===== src/rtl/sequential_divider.sv =====
// sequential_divider: 32-bit restoring shift-subtract divider (DIV/DIVU).
// One quotient bit per clock. Signed operands are reduced to magnitudes
// on entry, and the result signs are applied in a final SIGN cycle.
// All outputs are registered.
module sequential_divider (
    input  logic        clk,
    input  logic        rst_n,
    input  logic        start,
    input  logic        sgn,
    input  logic [31:0] A,
    input  logic [31:0] B,
    output logic        busy,
    output logic        done,
    output logic [31:0] Q,
    output logic [31:0] R,
    output logic        dz
);

    typedef enum logic [1:0] {
        S_IDLE = 2'd0,
        S_RUN  = 2'd1,
        S_SIGN = 2'd2,
        S_DONE = 2'd3
    } state_t;

    state_t      state_q, state_d;
    logic [31:0] dvd_q, dvd_d;     // dividend magnitude, consumed MSB-first
    logic [31:0] dvs_q, dvs_d;     // divisor magnitude
    logic [31:0] quo_q, quo_d;     // quotient magnitude being built
    logic [32:0] rem_q, rem_d;     // partial remainder
    logic [4:0]  cnt_q, cnt_d;     // iteration counter 0..31
    logic        qneg_q, qneg_d;
    logic        rneg_q, rneg_d;
    logic [31:0] q_q, q_d;
    logic [31:0] r_q, r_d;
    logic        dz_q, dz_d;
    logic        busy_q, busy_d;
    logic        done_q, done_d;

    // Operand magnitudes; sgn=0 passes the raw value through.
    logic [31:0] a_mag, b_mag;
    // One restoring step: shift in the next dividend bit, then trial-subtract.
    // The extra top bit of trial is the borrow (same decision as set-less-than).
    logic [32:0] rem_sh;
    logic [33:0] trial;
    logic        borrow;

    assign a_mag  = (sgn && A[31]) ? (~A + 32'd1) : A;
    assign b_mag  = (sgn && B[31]) ? (~B + 32'd1) : B;
    assign rem_sh = {rem_q[31:0], dvd_q[31]};
    assign trial  = {1'b0, rem_sh} - {2'b00, dvs_q};
    assign borrow = trial[33];

    // Next-state and datapath update.
    always_comb begin
        state_d = state_q;
        dvd_d   = dvd_q;
        dvs_d   = dvs_q;
        quo_d   = quo_q;
        rem_d   = rem_q;
        cnt_d   = cnt_q;
        qneg_d  = qneg_q;
        rneg_d  = rneg_q;
        q_d     = q_q;
        r_d     = r_q;
        dz_d    = dz_q;
        case (state_q)
            S_IDLE: begin
                if (start) begin
                    if (B == 32'd0) begin
                        // Divide by zero: skip the loop entirely.
                        q_d     = 32'hFFFF_FFFF;
                        r_d     = A;
                        dz_d    = 1'b1;
                        state_d = S_DONE;
                    end else begin
                        dvd_d   = a_mag;
                        dvs_d   = b_mag;
                        qneg_d  = sgn & (A[31] ^ B[31]);
                        rneg_d  = sgn & A[31];
                        rem_d   = 33'd0;
                        quo_d   = 32'd0;
                        cnt_d   = 5'd0;
                        state_d = S_RUN;
                    end
                end
            end
            S_RUN: begin
                dvd_d = {dvd_q[30:0], 1'b0};
                if (!borrow) begin
                    rem_d = trial[32:0];
                    quo_d = {quo_q[30:0], 1'b1};
                end else begin
                    rem_d = rem_sh;
                    quo_d = {quo_q[30:0], 1'b0};
                end
                cnt_d = cnt_q + 5'd1;
                if (cnt_q == 5'd31) state_d = S_SIGN;
            end
            S_SIGN: begin
                // Overflow (0x80000000 / -1) needs nothing special: quo is
                // 0x80000000 with qneg=0, which is the wrapped result.
                q_d     = qneg_q ? (~quo_q + 32'd1) : quo_q;
                r_d     = rneg_q ? (~rem_q[31:0] + 32'd1) : rem_q[31:0];
                dz_d    = 1'b0;
                state_d = S_DONE;
            end
            default: begin
                state_d = S_IDLE;
            end
        endcase
        // Status outputs are registered from the next state so they line up
        // with the state they describe.
        busy_d = (state_d == S_RUN) || (state_d == S_SIGN);
        done_d = (state_d == S_DONE);
    end

    // State and datapath registers; reset clears everything asynchronously.
    always_ff @(posedge clk or negedge rst_n) begin
        if (!rst_n) begin
            state_q <= S_IDLE;
            dvd_q   <= 32'd0;
            dvs_q   <= 32'd0;
            quo_q   <= 32'd0;
            rem_q   <= 33'd0;
            cnt_q   <= 5'd0;
            qneg_q  <= 1'b0;
            rneg_q  <= 1'b0;
            q_q     <= 32'd0;
            r_q     <= 32'd0;
            dz_q    <= 1'b0;
            busy_q  <= 1'b0;
            done_q  <= 1'b0;
        end else begin
            state_q <= state_d;
            dvd_q   <= dvd_d;
            dvs_q   <= dvs_d;
            quo_q   <= quo_d;
            rem_q   <= rem_d;
            cnt_q   <= cnt_d;
            qneg_q  <= qneg_d;
            rneg_q  <= rneg_d;
            q_q     <= q_d;
            r_q     <= r_d;
            dz_q    <= dz_d;
            busy_q  <= busy_d;
            done_q  <= done_d;
        end
    end

    assign Q    = q_q;
    assign R    = r_q;
    assign dz   = dz_q;
    assign busy = busy_q;
    assign done = done_q;

endmodule


===== config.mk =====
export PLATFORM = sky130hd
export DESIGN_NAME = sequential_divider
export DESIGN_NICKNAME = d
export VERILOG_FILES = /design/src/rtl/sequential_divider.sv
export SDC_FILE = /design/constraint.sdc
export NUM_CORES = 1
export LEC_CHECK = 0
export BUFFER_PORTS_ARGS = -buffer_cell sky130_fd_sc_hd__clkbuf_2
export CORE_MARGIN = 3
export CORE_UTILIZATION = 50
export CTS_CLUSTER_SIZE = 24
export DETAILED_ROUTE_END_ITERATION = 10
export GPL_TIMING_DRIVEN = 0
export PLACE_DENSITY = 0.72
export SLEW_MARGIN = 40
export SYNTH_ARGS = -nofsm -noshare
export SYNTH_HDL_FRONTEND = slang
export SYNTH_SLANG_ARGS = --single-unit

===== constraint.sdc =====
create_clock -name clk -period 2.61 [get_ports clk]
set_input_delay 0 -clock clk [delete_from_list [all_inputs] [get_ports clk]]
set_output_delay 0 -clock clk [all_outputs]
set_load 0.01 [all_outputs]

==> results of run 1 <==
-- state kept, by name, summed over array words and instances (netlist names), 2 cells and up --
name / flops
Q: 32
R: 32
rem_q: 32
dvd_q: 32
cnt_q: 5
dvs_q: 32
state_q: 2
quo_q: 32
-- how the worst min path moves through the flow --
stage                            end  startpoint  cells after the start  slack [ps]
2_1_floorplan       Q[0]$_DFFE_PN0P_       rst_n                      0        -300
3_3_place_gp    dvs_q[1]$_DFFE_PN0P_        B[1]                      3         270
3_5_place_dp       Q[16]$_DFFE_PN0P_       rst_n                      1         -30
4_1_cts        dvs_q[23]$_DFFE_PN0P_       B[21]                      5           4
5_1_grt        dvs_q[23]$_DFFE_PN0P_       B[21]                      5          70
6_report        dvs_q[7]$_DFFE_PN0P_        B[6]                      5          30
-- area by class of cell --
class / count / area (sq um) / area share, %
Tap cell: 324 / 405 / 2.46
Sequential cell: 204 / 5130 / 31.1
Clock inverter: 10 / 103 / 0.622
Buffer: 84 / 434 / 2.63
Inverter: 46 / 175 / 1.06
Clock buffer: 30 / 652 / 3.95
Multi-Input combinational cell: 1133 / 7610 / 46.2
Timing Repair Buffer: 262 / 1980 / 12.0
-- metrics by stage --
step                setup WS (ps)  util [%]  hold WS (ps)  power [mW]
finish                       -183      67.2          25.4        23.6
CTS                          -280      64.6          4.08        21.4
global placement            -2400      56.0           268        16.6
detailed placement           -568      56.4         -30.0        16.9
floorplan                   -15.9         -          -296        13.9
global route                 -254      67.2          71.4        25.3
-- cell usage in the layout, fill, tap and decap left out, types with 26 or more instances in the layout --
cell and count:
sky130_fd_sc_hd__xor2_1 75, sky130_fd_sc_hd__dfrtp_1 183, sky130_fd_sc_hd__inv_1 41, sky130_fd_sc_hd__o21ai_0 110, sky130_fd_sc_hd__o21ai_1 35, sky130_fd_sc_hd__o31ai_1 29, sky130_fd_sc_hd__nor3_1 46, sky130_fd_sc_hd__xnor2_1 71
sky130_fd_sc_hd__nand2_1 223, sky130_fd_sc_hd__clkbuf_1 55, sky130_fd_sc_hd__buf_4 40, sky130_fd_sc_hd__a31oi_1 33, sky130_fd_sc_hd__dlygate4sd3_1 75, sky130_fd_sc_hd__nor2_1 95, sky130_fd_sc_hd__a21oi_1 76, sky130_fd_sc_hd__clkbuf_2 137
sky130_fd_sc_hd__clkbuf_16 26, sky130_fd_sc_hd__nand3_1 26
-- power groups by stage --
stage	Clock (mW)	Combinational (mW)	Sequential (mW)
after global placement	0	10.5	6.05
after global routing	3.43	15.5	6.35
after detailed placement	0	10.8	6.09
after CTS	3.30	12.1	6.08
after floorplan	0	8.09	5.81
final	3.27	14.2	6.19
-- worst reg2reg max path, cell delays in order (launching register included) --
cell and delay (ps):
sky130_fd_sc_hd__dfrtp_1 410, sky130_fd_sc_hd__inv_2 110, sky130_fd_sc_hd__ha_4 140, sky130_fd_sc_hd__fa_2 210, sky130_fd_sc_hd__nor2b_2 60, sky130_fd_sc_hd__o31a_1 280, sky130_fd_sc_hd__o31a_1 290, sky130_fd_sc_hd__o21a_1 210
sky130_fd_sc_hd__o31a_1 370, sky130_fd_sc_hd__a2111oi_4 340, sky130_fd_sc_hd__xor2_1 170, sky130_fd_sc_hd__o21ai_1 90
-- timing repair --
item / in CTS / in global routing
gates resized for setup: 77 / 118
hold buffers: 75 / 0
setup endpoints to repair: 45 / 164
pin swaps: 21 / 42
endpoints found under the hold margin: 303 / 0
setup buffers: 25 / 22
cloned: 0 / 3
-- cells by family (layout without fill, tap and decap cells) --
family          count (synthesis)  after routing
fa+ha+maj                      40             40
mux                            22             22
buf+inv                       139            432
flops                         204            204
compound gates                410            410
xor+xnor                      147            147
simple gates                  514            514
-- layer usage --
metal | routed length, microns | vias up | part of all wire (%)
li1 | - | 5780 | -
met1 | 16900 | 5993 | 43
met2 | 18900 | 530 | 48
met3 | 2590 | 95 | 6.5
met4 | 1250 | 0 | 3.2
met5 | 0 | - | 0
==> impl_metrics.csv, run 1 <==
group,metric,value,unit
place,finalWeightedCongestion,0.972,
global_route,globalRouteMet1Util,39.1,%
cts,clk-insertion-delay-late,510,ps
timing,finalClockSkew,11.2,ps
setup_path,maximum_cell_stage_delay_along_the_critical_path,410,ps
timing,rsz0062_at_grt,"true",
routing,ant_nets,0,
routing,number_of_search_and_repair_iterations_in_the_first_detailed_routing_pass,8,
global_route,antenna_found_initial,0,
setup_path,timing.critical_path.required,3000,ps
setup_path,endpoint_kind,"register",
setup_path,critical_path.startpoint_type,"register",
cells_and_area,antenna_cells_inserted,0,
yosys,edff_count_synth,0,
yosys,yosys_warnings,0,
yosys,synth_simple_gate_area_share,18.7,%
global_route,globalRouteOverflowTotal,0,
timing,fin_setup_tns,-2180,ps
yosys,mappedNetlistArea,12600,sq um
cells_and_area,fillCellCount,1937,
yosys,synth-xor-area-share,10.2,%
cells_and_area,drive_gt1_share,21.4,%
power,sw_frac_of_total,44.0,%
cts,clockRootBuffer,"sky130_fd_sc_hd__clkbuf_16",
cells_and_area,finish.instance_area,16500,sq um
timing,maxSlewHeadroom,40.3,%
routing,route.detailed.drc,0,
yosys,ys_top_cells_by_area,"sky130_fd_sc_hd__dfrtp_1, sky130_fd_sc_hd__nand2_1, sky130_fd_sc_hd__o21ai_0",
yosys,post_synth_most_frequent_cells,"sky130_fd_sc_hd__nand2_1, sky130_fd_sc_hd__dfrtp_1, sky130_fd_sc_hd__o21ai_0",
run,cap_violations,0,
global_route,grt_pass1_vias,11800,
yosys,main_combinational_cell_family_by_area_after_synthesis,"compound AO/OA/AOI/OAI gates",
yosys,synthDominantCellAreaShare,40.5,%
setup_path,timing.critical_path.buf_inv,1,
yosys,synthesis.instances,1476,
timing,period_minus_slack,2790,ps
routing,route.detailed.wl_per_inst,18.9,microns
power,peakVddDrop,0.643,mV
cts,clk_path_buf_depth,3,
global_route,grtUsageMet2,47.2,%
cells_and_area,flow.area_growth_from_synthesis,30.9,%
power,power.static_leakage,6.90,nW
yosys,avgSynthCellArea,8.54,sq um
die,die_h,165,microns
setup_path,crit_end,"rem_q[30]$_DFFE_PN0P_",
setup_path,r2r-end,"rem_q[30]$_DFFE_PN0P_",
yosys,synth-compound-area-share,20.2,%
yosys,yosys-mux-area-fraction,1.75,%
cts,tritoncts.num_buffers,23,
setup_path,cp_slowest_cell,"sky130_fd_sc_hd__dfrtp_1",
cts,cts_sinks,204,
min_path,min-delay-path-class,"in2reg",
setup_path,critPathMaxFanout,3,
routing,total_routed_length,39600,microns
timing,worst_pin_slew,887,ps
setup_path,path_cells,"inv_2 > ha_4 > fa_2 > nor2b_2 > o31a_1 > o31a_1 > o21a_1 > o31a_1 > a2111oi_4 > xor2_1 > o21ai_1",
die,die_area,27200,sq um
global_route,grt_max_degree,58,
timing,final-setup-viol-count,36,
timing,timing.final.crit_share,107,%
yosys,yosys.area_share.adder,4.03,%
setup_path,crit_start,"dvd_q[31]$_DFFE_PN0P_",
run_status,run_status,"finished, violations left",
cells_and_area,number_of_nets_in_the_final_layout,1862,
yosys,postSynthRegisterBits,204,
place,dpl_wire_length,27100,microns
power,p_int,13.2,mW
yosys,post_synth_num_cell_types,56,
die,rows,57,
die,design.core.area,24500,sq um
yosys,asyncSetResetFlopFracSynth,100,%
global_route,grt_usage,28.3,%
cells_and_area,layout.cells.non_filler,2093,
global_route,grt_pass1_wl,61700,microns
power,power.density,1430,nW/um^2
setup_path,critical_path_cell_count,11,
yosys,synth_top_cell_by_area,"sky130_fd_sc_hd__dfrtp_1",
place,place.detailed.instances,1937,
routing,drt_iter0_drc,1344,
routing,detail_route.vias_per_cell,5.92,
cts,h-tree-depth,1,
cts,cts_tree,"yes",
die,initial_core_util,51.4,%
timing,slew_violations,0,
die,num_io_pins,135,
place,numPortBuffers,134,
yosys,portion_of_the_post_synthesis_area_used_by_sequential_elements,40.5,%
yosys,post-synth-top-count-cell,"sky130_fd_sc_hd__nand2_1",
die,die_width,165,microns
setup_path,path_type_of_the_worst_setup_path,"reg2reg",
timing,achievable-frequency,358,MHz
setup_path,critical_path.most_common_cell,"sky130_fd_sc_hd__o31a_1",
run_status,violations,"negative setup slack",
routing,vias,12400,
setup_path,r2r_setup_slack,-180,ps
power,p_comb_share,60.0,%
place,detailed_place.area,13800,sq um
global_route,globalRoute.busiestLayer,"met2",
power,total_switching_power,10.4,mW
cts,clk_transition_reported_paths,60,ps
setup_path,critical_path_arrival,3180,ps
yosys,synth_top_flop_cell,"sky130_fd_sc_hd__dfrtp_1",
setup_path,critical_path.reg2reg.startpoint,"dvd_q[31]$_DFFE_PN0P_",
power,share_clk_of_total_power,13.8,%
setup_path,worst_path_dominant_cell_family,"compound AO/OA/AOI/OAI gates",
power,power_frac_seq,26.2,%
global_route,globalRouteMet3Util,3.06,%
timing,layout_setup_ws,-183,ps
setup_path,r2r.worst_path.cells,11,
timing,hold_violations,0,
yosys,mappedNetlistNets,1584,
No activity file was read; power rests on OpenSTA's default activity.
==> run 2: changes to the inputs <==
--- a/config.mk
+++ b/config.mk
@@ -7,11 +7,11 @@
 export LEC_CHECK = 0
 export BUFFER_PORTS_ARGS = -buffer_cell sky130_fd_sc_hd__clkbuf_2
 export CORE_MARGIN = 3
-export CORE_UTILIZATION = 50
+export CORE_UTILIZATION = 54
 export CTS_CLUSTER_SIZE = 24
 export DETAILED_ROUTE_END_ITERATION = 10
 export GPL_TIMING_DRIVEN = 0
-export PLACE_DENSITY = 0.72
+export PLACE_DENSITY = 0.77
 export SLEW_MARGIN = 40
 export SYNTH_ARGS = -nofsm -noshare
 export SYNTH_HDL_FRONTEND = slang
==> run 2 against run 1 <==
The run still ends with negative setup slack left. Non-clock buffer count decreased by 5. Sequential share of layout area increased by 0.28 points. Maximum frequency decreased by 2.6%. Sequential power about the same. Critical endpoint is now rem_q[16]$_DFFE_PN0P_.
==> impl_metrics.csv, run 2 (synthesized netlist as in run 1, its figures left out) <==
group,metric,value,unit
cells_and_area,finish.instance_area,16300,sq um
place,dpl_wire_length,27100,microns
cts,cts_sinks,204,
setup_path,endpoint_kind,"register",
cells_and_area,layout.cells.most_common,"sky130_fd_sc_hd__nand2_1",
global_route,antenna_found_initial,0,
setup_path,timing.critical_path.required,2990,ps
timing,layout_setup_ws,-257,ps
die,die_width,159,microns
cts,clockRootBuffer,"sky130_fd_sc_hd__clkbuf_16",
routing,ant_nets,0,
cts,h-tree-depth,1,
power,power.density,1430,nW/um^2
global_route,globalRouteOverflowTotal,0,
timing,slew_violations,0,
routing,total_routed_length,40000,microns
timing,achievable-frequency,349,MHz
die,design.core.area,22800,sq um
cells_and_area,number_of_nets_in_the_final_layout,1857,
run,cap_violations,0,
cells_and_area,mostFrequentLayoutCells,"sky130_fd_sc_hd__nand2_1, sky130_fd_sc_hd__dfrtp_1, sky130_fd_sc_hd__clkbuf_2",
place,detailed_place.area,13800,sq um
timing,worst_pin_slew,751,ps
place,placement.setup.worst_slack,-530,ps
setup_path,cp_slowest_cell,"sky130_fd_sc_hd__dfrtp_2",
routing,detail_route.vias_per_cell,6.03,
cells_and_area,antenna_cells_inserted,0,
setup_path,critical_path_cell_count,11,
setup_path,maximum_cell_stage_delay_along_the_critical_path,440,ps
timing,timing.final.crit_share,110,%
die,die_area,25200,sq um
routing,drt_iter0_drc,1455,
cells_and_area,layout.cells.non_filler,2076,
timing,maxSlewHeadroom,49.9,%
setup_path,critical_path.startpoint_type,"register",
die,die_h,159,microns
setup_path,timing.critical_path.buf_inv,1,
setup_path,r2r.worst_path.cells,11,
global_route,grt_pass1_vias,12100,
cells_and_area,fillCellCount,1613,
place,place.detailed.instances,1926,
routing,route.detailed.drc,0,
cts,clk_transition_reported_paths,60,ps
cts,clk_path_buf_depth,3,
cts,clk-insertion-delay-late,520,ps
cts,cts_tree,"yes",
power,power.static_leakage,6.84,nW
place,numPortBuffers,134,
power,peakVddDrop,0.665,mV
global_route,grt_max_degree,66,
cells_and_area,drive_gt1_share,20.2,%
timing,finalClockSkew,10.5,ps
timing,final-setup-viol-count,38,
setup_path,critical_path_arrival,3250,ps
timing,hold_violations,0,
run_status,violations,"negative setup slack",
setup_path,worst_path_dominant_cell_family,"compound AO/OA/AOI/OAI gates",
timing,period_minus_slack,2870,ps
die,rows,55,
cells_and_area,flow.area_growth_from_synthesis,29.7,%
global_route,grt_usage,29.9,%
cts,tritoncts.num_buffers,23,
power,post_layout_total_power,23.3,mW
timing,rsz0062_at_grt,"true",
timing,hold_slack,30.0,ps
routing,number_of_search_and_repair_iterations_in_the_first_detailed_routing_pass,8,
setup_path,path_type_of_the_worst_setup_path,"reg2reg",
die,initial_core_util,55.3,%
place,finalWeightedCongestion,0.988,
routing,vias,12500,
min_path,min-delay-path-class,"in2async",
routing,route.detailed.wl_per_inst,19.3,microns
setup_path,critPathMaxFanout,4,
die,num_io_pins,135,
global_route,grt_pass1_wl,62600,microns
run_status,run_status,"finished, violations left",
setup_path,path_cells,"inv_2 > ha_4 > fa_2 > nor2b_2 > o31a_1 > o31a_1 > a221oi_2 > o21ai_2 > a221oi_2 > xor2_1 > o211ai_1",
## run 2: metal layers
| metal | track usage (%) | vias to the layer above | wire length (microns) |
|---|---|---|---|
| li1 | - | 5773 | - |
| met1 | 39.5 | 5999 | 16200 |
| met2 | 50.0 | 623 | 18900 |
| met3 | 5.24 | 115 | 3430 |
| met4 | 10.1 | 0 | 1440 |
| met5 | 0 | - | 0 |
## run 2: worst paths after layout
kind,start,end,slack [ps]
max in group asynchronous,rst_n,dvs_q[26]$_DFFE_PN0P_,1980
min in group clk,B[24],dvs_q[30]$_DFFE_PN0P_,40
max reg2reg,dvd_q[31]$_DFFE_PN0P_,rem_q[16]$_DFFE_PN0P_,-260
min reg2reg,dvs_q[26]$_DFFE_PN0P_,dvs_q[26]$_DFFE_PN0P_,480
min,rst_n,Q[13]$_DFFE_PN0P_,30
max,dvd_q[31]$_DFFE_PN0P_,rem_q[16]$_DFFE_PN0P_,-260
## run 2: power breakdown
group	total [mW]	leakage [nW]	switching [mW]	internal [mW]
clock	3.13	0.359	1.29	1.84
combinational	14.0	4.15	7.56	6.45
sequential	6.19	2.33	1.52	4.68
total	23.3	6.84	10.4	13.0
## run 2: through the flow
stage	util, %	setup TNS, ps
detailed placement	60.7	-36900
global placement	60.3	-501890
floorplan	-	-20.5
CTS	69.8	-1410
finish	71.7	-5230
global route	71.7	-8200
## run 2: worst min-delay path, stage by stage
cell                            delay (ps)
sky130_fd_sc_hd__dlygate4sd3_1         540
sky130_fd_sc_hd__clkbuf_8              150
sky130_fd_sc_hd__buf_12                220
## run 2: timing repair
action / 4_1_cts / 5_1_grt
buffers inserted: 21 / 14
pin swaps: 17 / 20
endpoints found under the setup margin: 44 / 117
endpoints found under the hold margin: 180 / 0
cloned: 0 / 3
hold buffers: 77 / 0
gates resized for setup: 111 / 67
## run 2: cell type report
type,count,area (sq um),area share [%]
tap,313,392,2.40
inverter,46,175,1.07
sequential,204,5130,31.4
timing repair buffer,252,1910,11.7
clock inverter,3,18.8,0.115
multi-input combinational,1133,7530,46.1
clock buffer,36,704,4.31
buffer,89,479,2.93
